==> config.mk <==
export PLATFORM = sky130hd
export DESIGN_NAME = uart_rx_word32
export DESIGN_NICKNAME = d
export VERILOG_FILES = /design/src/rtl/uart_rx_word32.sv
export SDC_FILE = /design/constraint.sdc
export NUM_CORES = 1
export LEC_CHECK = 0
export ABC_AREA = 1
export CAP_MARGIN = 15
export CORE_MARGIN = 4
export CORE_UTILIZATION = 60
export CTS_CLUSTER_DIAMETER = 60
export DETAILED_ROUTE_END_ITERATION = 6
export DONT_BUFFER_PORTS = 1
export PLACE_DENSITY_LB_ADDON = 0.05
export SYNTH_ARGS = -nofsm -noshare
export SYNTH_HDL_FRONTEND = slang
export SYNTH_SLANG_ARGS = --single-unit
==> constraint.sdc <==
create_clock -name clk -period 2.55 [get_ports clk]
set_clock_uncertainty 0.1 [all_clocks]
set_input_delay 0.255 -clock clk [delete_from_list [all_inputs] [get_ports clk]]
set_output_delay 0.255 -clock clk [all_outputs]
set_load 0.01 [all_outputs]
==> src/rtl/uart_rx_word32.sv <==
`default_nettype none
// ============================================================================
// uart_rx_word32 : 8N1 UART receiver assembling four bytes into a 32-bit word
// Rev 1.0
// ============================================================================
module uart_rx_word32 #(
  parameter int CLKS_PER_BIT = 10416,
  parameter int TIMEOUT_BITS = 20
) (
  input  logic        clk,
  input  logic        rst_n,
  input  logic        enable,
  input  logic        rx,
  output logic [31:0] data,
  output logic        done,
  output logic        frame_err,
  output logic        busy
);

  localparam int CNT_MAX = TIMEOUT_BITS * CLKS_PER_BIT;
  localparam int CNT_W   = $clog2(CNT_MAX + 1);

  localparam logic [CNT_W-1:0] c_half_last = CNT_W'(CLKS_PER_BIT / 2 - 1);
  localparam logic [CNT_W-1:0] c_bit_last  = CNT_W'(CLKS_PER_BIT - 1);
  localparam logic [CNT_W-1:0] c_tmo_last  = CNT_W'(CNT_MAX - 1);
  localparam logic [CNT_W-1:0] c_cnt_one   = CNT_W'(1);

  typedef enum logic [2:0] {
    S_IDLE  = 3'd0,
    S_START = 3'd1,
    S_DATA  = 3'd2,
    S_STOP  = 3'd3,
    S_BREAK = 3'd4
  } state_t;

  state_t           r_state;
  state_t           w_next_state;
  logic             r_rx_meta;
  logic             r_rx_s;
  logic [CNT_W-1:0] r_cnt;
  logic [2:0]       r_bit_idx;
  logic [1:0]       r_byte_idx;
  logic [7:0]       r_shift;
  logic [23:0]      r_shadow;
  logic [31:0]      r_data;
  logic             r_done;
  logic             r_frame_err;

  logic w_cnt_clr;
  logic w_start_ok;
  logic w_data_smp;
  logic w_stop_ok;
  logic w_stop_bad;
  logic w_timeout;

  always_ff @(posedge clk or negedge rst_n) begin
    if (!rst_n) begin
      r_rx_meta <= 1'b1;
      r_rx_s    <= 1'b1;
    end else begin
      r_rx_meta <= rx;
      r_rx_s    <= r_rx_meta;
    end
  end

  always_ff @(posedge clk or negedge rst_n) begin
    if (!rst_n) r_state <= S_IDLE;
    else        r_state <= w_next_state;
  end

  always_comb begin
    w_next_state = r_state;
    w_cnt_clr    = 1'b0;
    w_start_ok   = 1'b0;
    w_data_smp   = 1'b0;
    w_stop_ok    = 1'b0;
    w_stop_bad   = 1'b0;
    w_timeout    = 1'b0;
    case (r_state)
      S_IDLE: begin
        if (enable && !r_rx_s) begin
          w_next_state = S_START;
          w_cnt_clr    = 1'b1;
        end else if (r_byte_idx != 2'd0 && r_cnt == c_tmo_last) begin
          w_timeout = 1'b1;
        end
      end
      S_START: begin
        if (r_cnt == c_half_last) begin
          w_cnt_clr = 1'b1;
          if (!r_rx_s) begin
            w_next_state = S_DATA;
            w_start_ok   = 1'b1;
          end else begin
            w_next_state = S_IDLE;
          end
        end
      end
      S_DATA: begin
        if (r_cnt == c_bit_last) begin
          w_cnt_clr  = 1'b1;
          w_data_smp = 1'b1;
          if (r_bit_idx == 3'd7) w_next_state = S_STOP;
        end
      end
      S_STOP: begin
        if (r_cnt == c_bit_last) begin
          w_cnt_clr = 1'b1;
          if (r_rx_s) begin
            w_stop_ok    = 1'b1;
            w_next_state = S_IDLE;
          end else begin
            w_stop_bad   = 1'b1;
            w_next_state = S_BREAK;
          end
        end
      end
      S_BREAK: begin
        if (r_rx_s) w_next_state = S_IDLE;
      end
      default: w_next_state = S_IDLE;
    endcase
    // Disable overrides every state and suppresses any error strobe.
    if (!enable) begin
      w_next_state = S_IDLE;
      w_stop_bad   = 1'b0;
      w_timeout    = 1'b0;
      w_stop_ok    = 1'b0;
      w_start_ok   = 1'b0;
      w_data_smp   = 1'b0;
    end
  end

  // One counter serves both bit timing and the inter-byte timeout.
  always_ff @(posedge clk or negedge rst_n) begin
    if (!rst_n) begin
      r_cnt <= '0;
    end else if (!enable || w_cnt_clr || w_timeout) begin
      r_cnt <= '0;
    end else if (r_state == S_BREAK || (r_state == S_IDLE && r_byte_idx == 2'd0)) begin
      r_cnt <= '0;
    end else begin
      r_cnt <= r_cnt + c_cnt_one;
    end
  end

  always_ff @(posedge clk or negedge rst_n) begin
    if (!rst_n) begin
      r_bit_idx   <= 3'd0;
      r_byte_idx  <= 2'd0;
      r_shift     <= 8'd0;
      r_shadow    <= 24'd0;
      r_data      <= 32'd0;
      r_done      <= 1'b0;
      r_frame_err <= 1'b0;
    end else begin
      r_frame_err <= 1'b0;
      if (!enable) begin
        r_bit_idx  <= 3'd0;
        r_byte_idx <= 2'd0;
        r_done     <= 1'b0;
      end else begin
        if (w_start_ok) begin
          r_bit_idx <= 3'd0;
          if (r_byte_idx == 2'd0) r_done <= 1'b0;
        end
        if (w_data_smp) begin
          r_shift   <= {r_rx_s, r_shift[7:1]};
          r_bit_idx <= r_bit_idx + 3'd1;
        end
        if (w_stop_ok) begin
          if (r_byte_idx == 2'd3) begin
            r_data     <= {r_shift, r_shadow};
            r_done     <= 1'b1;
            r_byte_idx <= 2'd0;
          end else begin
            case (r_byte_idx)
              2'd0:    r_shadow[7:0]   <= r_shift;
              2'd1:    r_shadow[15:8]  <= r_shift;
              default: r_shadow[23:16] <= r_shift;
            endcase
            r_byte_idx <= r_byte_idx + 2'd1;
          end
        end
        if (w_stop_bad || w_timeout) begin
          r_frame_err <= 1'b1;
          r_byte_idx  <= 2'd0;
        end
      end
    end
  end

  assign data      = r_data;
  assign done      = r_done;
  assign frame_err = r_frame_err;
  assign busy      = (r_state != S_IDLE) || (r_byte_idx != 2'd0);

endmodule
`default_nettype wire

==> results of run 1 <==
-- layout make-up --
type	instances	share of cell area
Sequential cell	94	0.504
Inverter	59	0.0474
Clock buffer	9	0.0265
Clock inverter	6	0.0201
Timing Repair Buffer	8	0.0214
Tap cell	96	0.0257
Multi-Input combinational cell	345	0.355
-- sequential cells by signal, indices dropped and copies added (netlist names), 2 cells and up --
register / count
data: 32
r_state: 3
r_shift: 8
r_cnt: 18
r_shadow: 24
r_byte_idx: 2
r_bit_idx: 3
-- synthesized netlist by cell type, types with 2 or more instances --
master,count
nand3_1,40
or2_2,2
o211ai_1,3
inv_2,2
o21ai_0,41
nand2_1,138
nor2_4,4
a21oi_1,4
nor2_1,48
nor2_2,3
o21ai_1,21
buf_6,5
nand4_1,11
nor3_1,11
inv_1,57
clkbuf_1,3
dfstp_2,2
dfrtp_1,92
buf_2,10
o21ai_2,4
ha_1,7
nand3_2,3
-- where the power goes --
part           leakage [uW]  internal, uW  switching [uW]
sequential          0.00122          1520            43.7
combinational      0.000886          86.2             211
clock              0.000106           556             528
-- cells by family after synthesis --
logic type,synth area share
and+or+nand+nor,0.268
AOI/OAI and AO/OA,0.0909
xor gates and xnor gates,0.00201
DFF,0.541
adders and majority gates,0.0201
buffers and inverters,0.0779
-- what timing repair did --
action | CTS | global route
hold buffers | 2 | 2
buffers inserted | 0 | 0
endpoints found under the hold margin | 102 | 94
-- layer usage --
metal  up-vias  part of all wire  track usage  wire [um]
li1       1655                 -            -          -
met1      1565              0.48        0.316       4260
met2       107              0.44        0.323       3820
met3        11             0.065       0.0459        568
met4         0             0.015       0.0733        131
met5         -                 0            0          0
-- final timing paths --
path                           start           end  slack [ps]  cells past startpoint
setup / recovery            r_cnt[0]  r_shadow[18]         250                      8
hold / removal                enable    r_state[1]         230                      4
setup reg to reg            r_cnt[0]  r_shadow[18]         250                      8
hold reg to reg            r_rx_meta        r_rx_s         260                      0
max in group asynchronous      rst_n     r_rx_meta        1610                      2
min in group asynchronous      rst_n  r_shadow[20]         400                      2
-- through the flow --
step	cells	instance area (sq um)	power [uW]
2_1_floorplan	516	4350	1790
3_3_place_gp	598	4400	1850
3_5_place_dp	598	4400	1850
4_1_cts	615	4630	2930
5_1_grt	617	4670	3070
6_report	617	4670	2940
-- tightest hold or removal path: cells and delay by family --
kind	cells	cell delay, ps
AO/OA/AOI/OAI	1	80
buffers and inverters	1	190
AND/OR/NAND/NOR	2	130
==> results.sh, run 1 <==
export IMPL_status="complete, no violations"
export IMPL_fin_nets=528
export IMPL_start_kind="register"
export IMPL_initial_core_util=0.630
export IMPL_die_height_um=93.2
export IMPL_cts_resized=0
export IMPL_hpwl_um=6190
export IMPL_fin_setup_tns_ps=0
export IMPL_wl_per_cell_um=14.2
export IMPL_fin_ws_ps=248
export IMPL_netlist_top_cells_area="dfrtp_1 (53%), nand2_1 (12%), inv_1 (4.9%)"
export IMPL_setup_viol=0
export IMPL_cp_required_ps=2670
export IMPL_drc=0
export IMPL_cp_cell_sequence="ha_1, nand3_2, nor2_4, nand3_4, nor2_4, nand2_1, nand2_1, o21ai_0"
export IMPL_wl_um=8780
export IMPL_layout_area_seq_sq_mm=0.00235
export IMPL_grt_max_degree=95
export IMPL_cpPeakStageDelay_ps=440
export IMPL_rsz0062_at_grt="false"
export IMPL_grt_pass1_vias=3145
export IMPL_slew_viol_final=0
export IMPL_cts_root_buf="clkbuf_8"
export IMPL_p_per_area_mw_per_mm2=630
export IMPL_clockBufferDepth=2
export IMPL_antenna_found_initial=0
export IMPL_synth_edf_count=0
export IMPL_yosysSeqAreaShare=0.541
export IMPL_synth_area_leader_cell="dfrtp_1"
export IMPL_clock_latency_ps=350
export IMPL_fin_crit_ps=2300
export IMPL_htreeDepth=3
export IMPL_drive_above_1_share=0.0806
export IMPL_syn_instance_count=516
export IMPL_synth_top_cell_area_share=0.529
export IMPL_finalWeightedCongestion=0.921
export IMPL_grt_overflow=0
export IMPL_hold_slack_ps=233
export IMPL_period_share=0.903
export IMPL_io_buffers=0
export IMPL_cp_end_kind="register"
export IMPL_syn_to_final_growth_pct=7.36
export IMPL_worstMarginPinSlew_ps=606
export IMPL_worstPathArrival_ps=2430
export IMPL_first_pass_iters=5
export IMPL_crit_type="reg -> reg"
export IMPL_final_cell_mix="nand2_1 (138), dfrtp_1 (92), inv_1 (57)"
export IMPL_hold_class="in -> reg"
export IMPL_layout_commonest_cell="nand2_1"
export IMPL_cts_tree="built"
export IMPL_fp_coreArea_sq_mm=0.00691
export IMPL_avgSynthCellArea_sq_um=8.43
export IMPL_fmaxAchievable_mhz=434
export IMPL_crit_family="simple AND/OR/NAND/NOR gates"
export IMPL_synth_nets=527
export IMPL_max_vdd_ir_drop_uv=445
export IMPL_final_antenna_net_count=0
export IMPL_grt_pass1_wl_um=15000
export IMPL_grt_usage=0.217
export IMPL_p_leak_uw=0.00221
export IMPL_vias=3338
export IMPL_cts_sinks=94
export IMPL_critPathMaxFanout=16
export IMPL_die_x_um=93.2
export IMPL_avgViaCountPerCell=5.41
export IMPL_pre_cts_ws_ps=313
export IMPL_rows=30
export IMPL_async_flop_share=1.00
export IMPL_netlist_area_sq_mm=0.00435
export IMPL_cts_buffers=9
export IMPL_fillerInstances=582
export IMPL_die_area_sq_mm=0.00868
export IMPL_num_antenna_cells=0
export IMPL_hold_viol=0
export IMPL_ys_types=27
export IMPL_path_clk_slew_ps=90
export IMPL_utilization=0.676
export IMPL_ys_seq_elements=94
export IMPL_critical_path_buf_inv_count=0
export IMPL_synth_warning_count=0
export IMPL_io_pins=39
export IMPL_max_slew_margin=0.595
export IMPL_cap_violations=0
export IMPL_slowest_stage="dfrtp_1"
export IMPL_multi_input_area_sq_mm=0.00166
export IMPL_drt_iter0_markers=177
export IMPL_synth_ff_type="dfrtp_1"
Power figures use the tool's default switching activity.
==> run 2: changes to the inputs <==
--- a/config.mk
+++ b/config.mk
@@ -8,7 +8,7 @@
 export ABC_AREA = 1
 export CAP_MARGIN = 15
 export CORE_MARGIN = 4
-export CORE_UTILIZATION = 60
+export CORE_UTILIZATION = 38
 export CTS_CLUSTER_DIAMETER = 60
 export DETAILED_ROUTE_END_ITERATION = 6
 export DONT_BUFFER_PORTS = 1
==> run 2 against run 1 <==
- global-route usage fell by 5.8 points
- combinational power fell by 8.1%
- register-to-register slack improved by 30 ps
- non-clock buffer count fell by 2
- die area rose by 52%
- power rose by 4.0%
- sequential power barely moved
- sequential share of layout area fell by 0.60 points
- first-iteration DRC count fell by 22%
- the flow now finishes with violations (negative hold slack)
==> results.sh, run 2 (same netlist as run 1, synthesis figures left out) <==
export IMPL_status="complete, but fails checks"
export IMPL_violations="negative hold slack"
export IMPL_cts_hold_buffers=2
export IMPL_p_leak_uw=0.00220
export IMPL_max_vdd_ir_drop_uv=349
export IMPL_wl_per_cell_um=14.5
export IMPL_fmaxAchievable_mhz=441
export IMPL_antenna_found_initial=0
export IMPL_grt_pass1_wl_um=16200
export IMPL_clockBufferDepth=2
export IMPL_cts_resized=0
export IMPL_cp_required_ps=2660
export IMPL_rows=38
export IMPL_num_antenna_cells=0
export IMPL_final_antenna_net_count=0
export IMPL_die_x_um=115
export IMPL_hold_slack_ps=-501
export IMPL_first_pass_iters=5
export IMPL_slew_viol_final=0
export IMPL_worstMarginPinSlew_ps=564
export IMPL_cts_root_buf="clkbuf_16"
export IMPL_grt_max_degree=95
export IMPL_drt_iter0_markers=138
export IMPL_critPathMaxFanout=57
export IMPL_grt_usage=0.159
export IMPL_initial_core_util=0.394
export IMPL_cts_sinks=94
export IMPL_htreeDepth=3
export IMPL_grt_overflow=0
export IMPL_cap_violations=0
export IMPL_finalWeightedCongestion=0.875
export IMPL_fin_nets=526
export IMPL_vias=3271
export IMPL_utilization=0.429
export IMPL_crit_type="reg -> reg"
export IMPL_worstPathArrival_ps=2380
export IMPL_die_area_sq_mm=0.0132
export IMPL_fin_setup_tns_ps=0
export IMPL_syn_to_final_growth_pct=8.66
export IMPL_wl_um=9560
export IMPL_rsz0062_at_grt="false"
export IMPL_largest_reg_flops=32
export IMPL_layout_commonest_cell="nand2_1"
export IMPL_place_area_sq_mm=0.00444
export IMPL_die_height_um=115
export IMPL_hold_class="in -> async"
export IMPL_p_per_area_mw_per_mm2=648
export IMPL_cts_tree="built"
export IMPL_path_clk_slew_ps=70
export IMPL_fillerInstances=1126
export IMPL_post_cts_setup_buffers=0
export IMPL_cp_end_kind="register"
export IMPL_final_cell_mix="nand2_1 (138), dfrtp_1 (92), inv_1 (57)"
export IMPL_drc=0
export IMPL_hpwl_um=6590
export IMPL_io_pins=39
export IMPL_setup_viol=0
export IMPL_cts_buffers=9
export IMPL_final_area_sq_mm=0.00473
export IMPL_clock_latency_ps=350
export IMPL_fin_crit_ps=2270
export IMPL_start_kind="register"
export IMPL_max_slew_margin=0.624
export IMPL_period_share=0.889
export IMPL_io_buffers=0
export IMPL_hold_viol=94
export IMPL_total_power_uw=3060
export IMPL_grt_pass1_vias=3253
export IMPL_fp_coreArea_sq_mm=0.0110
export IMPL_avgViaCountPerCell=4.96
export IMPL_drive_above_1_share=0.0769
[run 2: changes by cell type in the layout (fill, tap and decap cells not counted), sizes merged]
| cell | delta |
|---|---|
| dlygate4sd3 | -1 |
| buf | -1 |
| clkinv | +1 |
| clkinvlp | +2 |
| clkbuf | +2 |
| inv | -2 |
| bufinv | -2 |
[run 2: area by class of cell]
cell class	count	area (sq um)	area share
Clock buffer	11	233	0.0492
Clock inverter	5	36.3	0.00768
Sequential cell	94	2350	0.498
Tap cell	140	175	0.0371
Multi-Input combinational cell	345	1660	0.350
Inverter	59	221	0.0469
Timing Repair Buffer	6	50.0	0.0106
[run 2: final timing paths]
path | from | endpoint | slack, ps | cells after the start
worst max register to register | r_cnt[0] | data[13] | 280 | 8
worst max-delay path | r_cnt[0] | data[13] | 280 | 8
worst min-delay path | rst_n | r_bit_idx[0] | -500 | 0
min in group clk | enable | done | 40 | 3
max in group asynchronous | rst_n | r_rx_s | 2650 | 0
worst min register to register | r_rx_meta | r_rx_s | 260 | 0
[run 2: metal layers]
layer  wire length [um]  track usage  vias up
met5                  0            0        -
met4                172       0.0798        0
met3                326       0.0295       15
met2               4700        0.267       57
met1               4360        0.195     1545
li1                   -            -     1654
[run 2: through the flow]
stage          setup slack [ps]  hold WS (ps)  cells
2_1_floorplan               656          -141    516
3_3_place_gp                323          -138    642
3_5_place_dp                266          -138    642
4_1_cts                     253          -519    660
5_1_grt                    17.8          -520    660
6_report                    282          -501    660
[run 2: worst max-delay path, cell delays in order (launching register included)]
cell and delay [ps]:
dfrtp_1 420, ha_1 220, nand3_2 150, nor2_4 230, nand3_4 130, nor2_4 250, nand2_4 360, nand2_1 160
o21ai_1 70
[run 2: report_power, final]
part	internal [uW]	total, uW	switching [uW]
sequential	1520	1560	41.4
clock	661	1230	566
combinational	81.3	273	191
==> run 3: changes to the inputs <==
--- a/config.mk
+++ b/config.mk
@@ -13,6 +13,7 @@
 export DETAILED_ROUTE_END_ITERATION = 6
 export DONT_BUFFER_PORTS = 1
 export PLACE_DENSITY_LB_ADDON = 0.05
+export SLEW_MARGIN = 20
 export SYNTH_ARGS = -nofsm -noshare
 export SYNTH_HDL_FRONTEND = slang
 export SYNTH_SLANG_ARGS = --single-unit
==> constraint.sdc (replaced) <==
create_clock -name clk -period 2.7 [get_ports clk]
set_clock_uncertainty 0.1 [all_clocks]
set_input_delay 0.27 -clock clk [delete_from_list [all_inputs] [get_ports clk]]
set_output_delay 0.27 -clock clk [all_outputs]
set_load 0.01 [all_outputs]
==> run 3 against run 2 <==
- sequential share of layout area decreased by 0.52 points
- largest power group unchanged
- count of clock-buffer cells in the layout is 2 lower
- the flow now finishes without violations
- non-clock buffer count up 1
- flip-flop and latch count did not move
- first-iteration DRC count rose by 23%
==> results.sh, run 3 (same netlist as run 1, synthesis figures left out) <==
export IMPL_status="complete, no violations"
export IMPL_die_x_um=115
export IMPL_hold_viol=0
export IMPL_critical_path_buf_inv_count=0
export IMPL_io_buffers=0
export IMPL_avgViaCountPerCell=4.93
export IMPL_first_pass_iters=4
export IMPL_fin_setup_tns_ps=0
export IMPL_initial_core_util=0.394
export IMPL_r2r_start="r_cnt[0]"
export IMPL_critPathMaxFanout=57
export IMPL_fin_ws_ps=426
export IMPL_r2r_end="data[27]"
export IMPL_fmaxAchievable_mhz=440
export IMPL_layout_commonest_cell="nand2_1"
export IMPL_fin_nets=527
export IMPL_num_antenna_cells=0
export IMPL_syn_to_final_growth_pct=9.81
export IMPL_cpPeakStageDelay_ps=420
export IMPL_grt_overflow=0
export IMPL_max_slew_margin=0.609
export IMPL_vias=3253
export IMPL_rows=38
export IMPL_htreeDepth=3
export IMPL_drc=0
export IMPL_drive_above_1_share=0.0788
export IMPL_cap_violations=0
export IMPL_slowest_stage="dfrtp_1"
export IMPL_worstPathArrival_ps=2380
export IMPL_io_pins=39
export IMPL_start_kind="register"
export IMPL_period_share=0.842
export IMPL_r2r_slack_ps=430
export IMPL_wl_per_cell_um=14.3
export IMPL_cp_cell_sequence="ha_1, nand3_2, nor2_4, nand3_4, nor2_4, nand2_4, nand2_1, o21ai_1"
export IMPL_grt_pass1_vias=3237
export IMPL_crit_type="reg -> reg"
export IMPL_die_area_sq_mm=0.0132
export IMPL_p_leak_uw=0.00223
export IMPL_multi_input_area_sq_mm=0.00166
export IMPL_cts_sinks=94
export IMPL_cpMostUsedCell="nor2_4"
export IMPL_cp_required_ps=2810
export IMPL_slew_viol_final=0
export IMPL_cp_end_kind="register"
export IMPL_min_path_cells=2
export IMPL_final_area_sq_mm=0.00478
export IMPL_p_per_area_mw_per_mm2=628
export IMPL_hold_start="enable"
export IMPL_path_clk_slew_ps=70
export IMPL_max_vdd_ir_drop_uv=335
export IMPL_hold_class="in -> reg"
export IMPL_pre_cts_ws_ps=406
export IMPL_fillerInstances=1080
export IMPL_post_cts_setup_buffers=0
export IMPL_reg2regPathDepth=8
export IMPL_cts_root_buf="clkbuf_16"
export IMPL_drt_iter0_markers=170
export IMPL_antenna_found_initial=0
export IMPL_rsz0062_at_grt="false"
export IMPL_largest_reg_flops=32
export IMPL_cts_tree="built"
export IMPL_fin_crit_ps=2270
export IMPL_crit_family="simple AND/OR/NAND/NOR gates"
export IMPL_final_cell_mix="nand2_1 (138), dfrtp_1 (92), inv_1 (57)"
export IMPL_worstMarginPinSlew_ps=584
export IMPL_wl_um=9450
export IMPL_grt_max_degree=95
export IMPL_grt_pass1_wl_um=16400
export IMPL_layout_area_seq_sq_mm=0.00235
export IMPL_place_area_sq_mm=0.00443
export IMPL_clock_latency_ps=340
export IMPL_setup_viol=0
export IMPL_clockBufferDepth=2
export IMPL_hpwl_um=6590
export IMPL_cts_buffers=9
export IMPL_final_antenna_net_count=0
export IMPL_hold_path_end="r_byte_idx[1]"
export IMPL_finalWeightedCongestion=0.867
export IMPL_fp_coreArea_sq_mm=0.0110
export IMPL_die_height_um=115
export IMPL_grt_usage=0.159
## run 3: cell types whose count changed in the layout (fill, tap and decap cells not counted), sizes merged
cell	before	now
clkbuf	11	9
bufinv	0	1
clkinv	2	3
clkinvlp	3	2
dlygate4sd3	2	3
## run 3: routing by layer
metal / part of all wire / GRT usage
met5: 0 / 0
met4: 0.017 / 0.0673
met3: 0.034 / 0.0437
met2: 0.50 / 0.254
met1: 0.45 / 0.205
## run 3: worst max path at each step
stage / from / endpoint / slack, ps / depth (start not counted)
2_1_floorplan: r_cnt[0] / data[31] / 810 / 11
3_3_place_gp: r_cnt[0] / data[0] / 470 / 8
3_5_place_dp: r_cnt[0] / data[12] / 410 / 8
4_1_cts: r_cnt[0] / data[12] / 390 / 8
5_1_grt: r_cnt[0] / data[1] / 150 / 8
6_report: r_cnt[0] / data[27] / 430 / 8
## run 3: repair_timing
action                                 in CTS  in global routing
resized for setup                           0                  0
hold buffers                                4                  0
endpoints found under the hold margin     100                  0
## run 3: power by group
| part | internal, uW | total [uW] | switching [uW] |
|---|---|---|---|
| Clock | 710 | 1240 | 529 |
| Sequential | 1440 | 1470 | 38.8 |
| Combinational | 81.8 | 286 | 204 |
| Total | 2230 | 3000 | 771 |
## run 3: final cells by class
class / instances / area share
Clock inverter: 6 / 0.0134
Inverter: 59 / 0.0464
Tap cell: 140 / 0.0367
Multi-Input combinational cell: 345 / 0.347
Clock buffer: 9 / 0.0471
Sequential cell: 94 / 0.493
Timing Repair Buffer: 7 / 0.0168
## run 3: per-stage QoR
stage	power, uW	std cells	utilization	hold WS [ps]
2_1_floorplan	1690	516	-	-126
3_3_place_gp	1760	641	0.402	-123
3_5_place_dp	1750	641	0.402	-123
4_1_cts	3050	660	0.433	4.22
5_1_grt	3170	660	0.433	24.6
6_report	3000	660	0.433	17.9
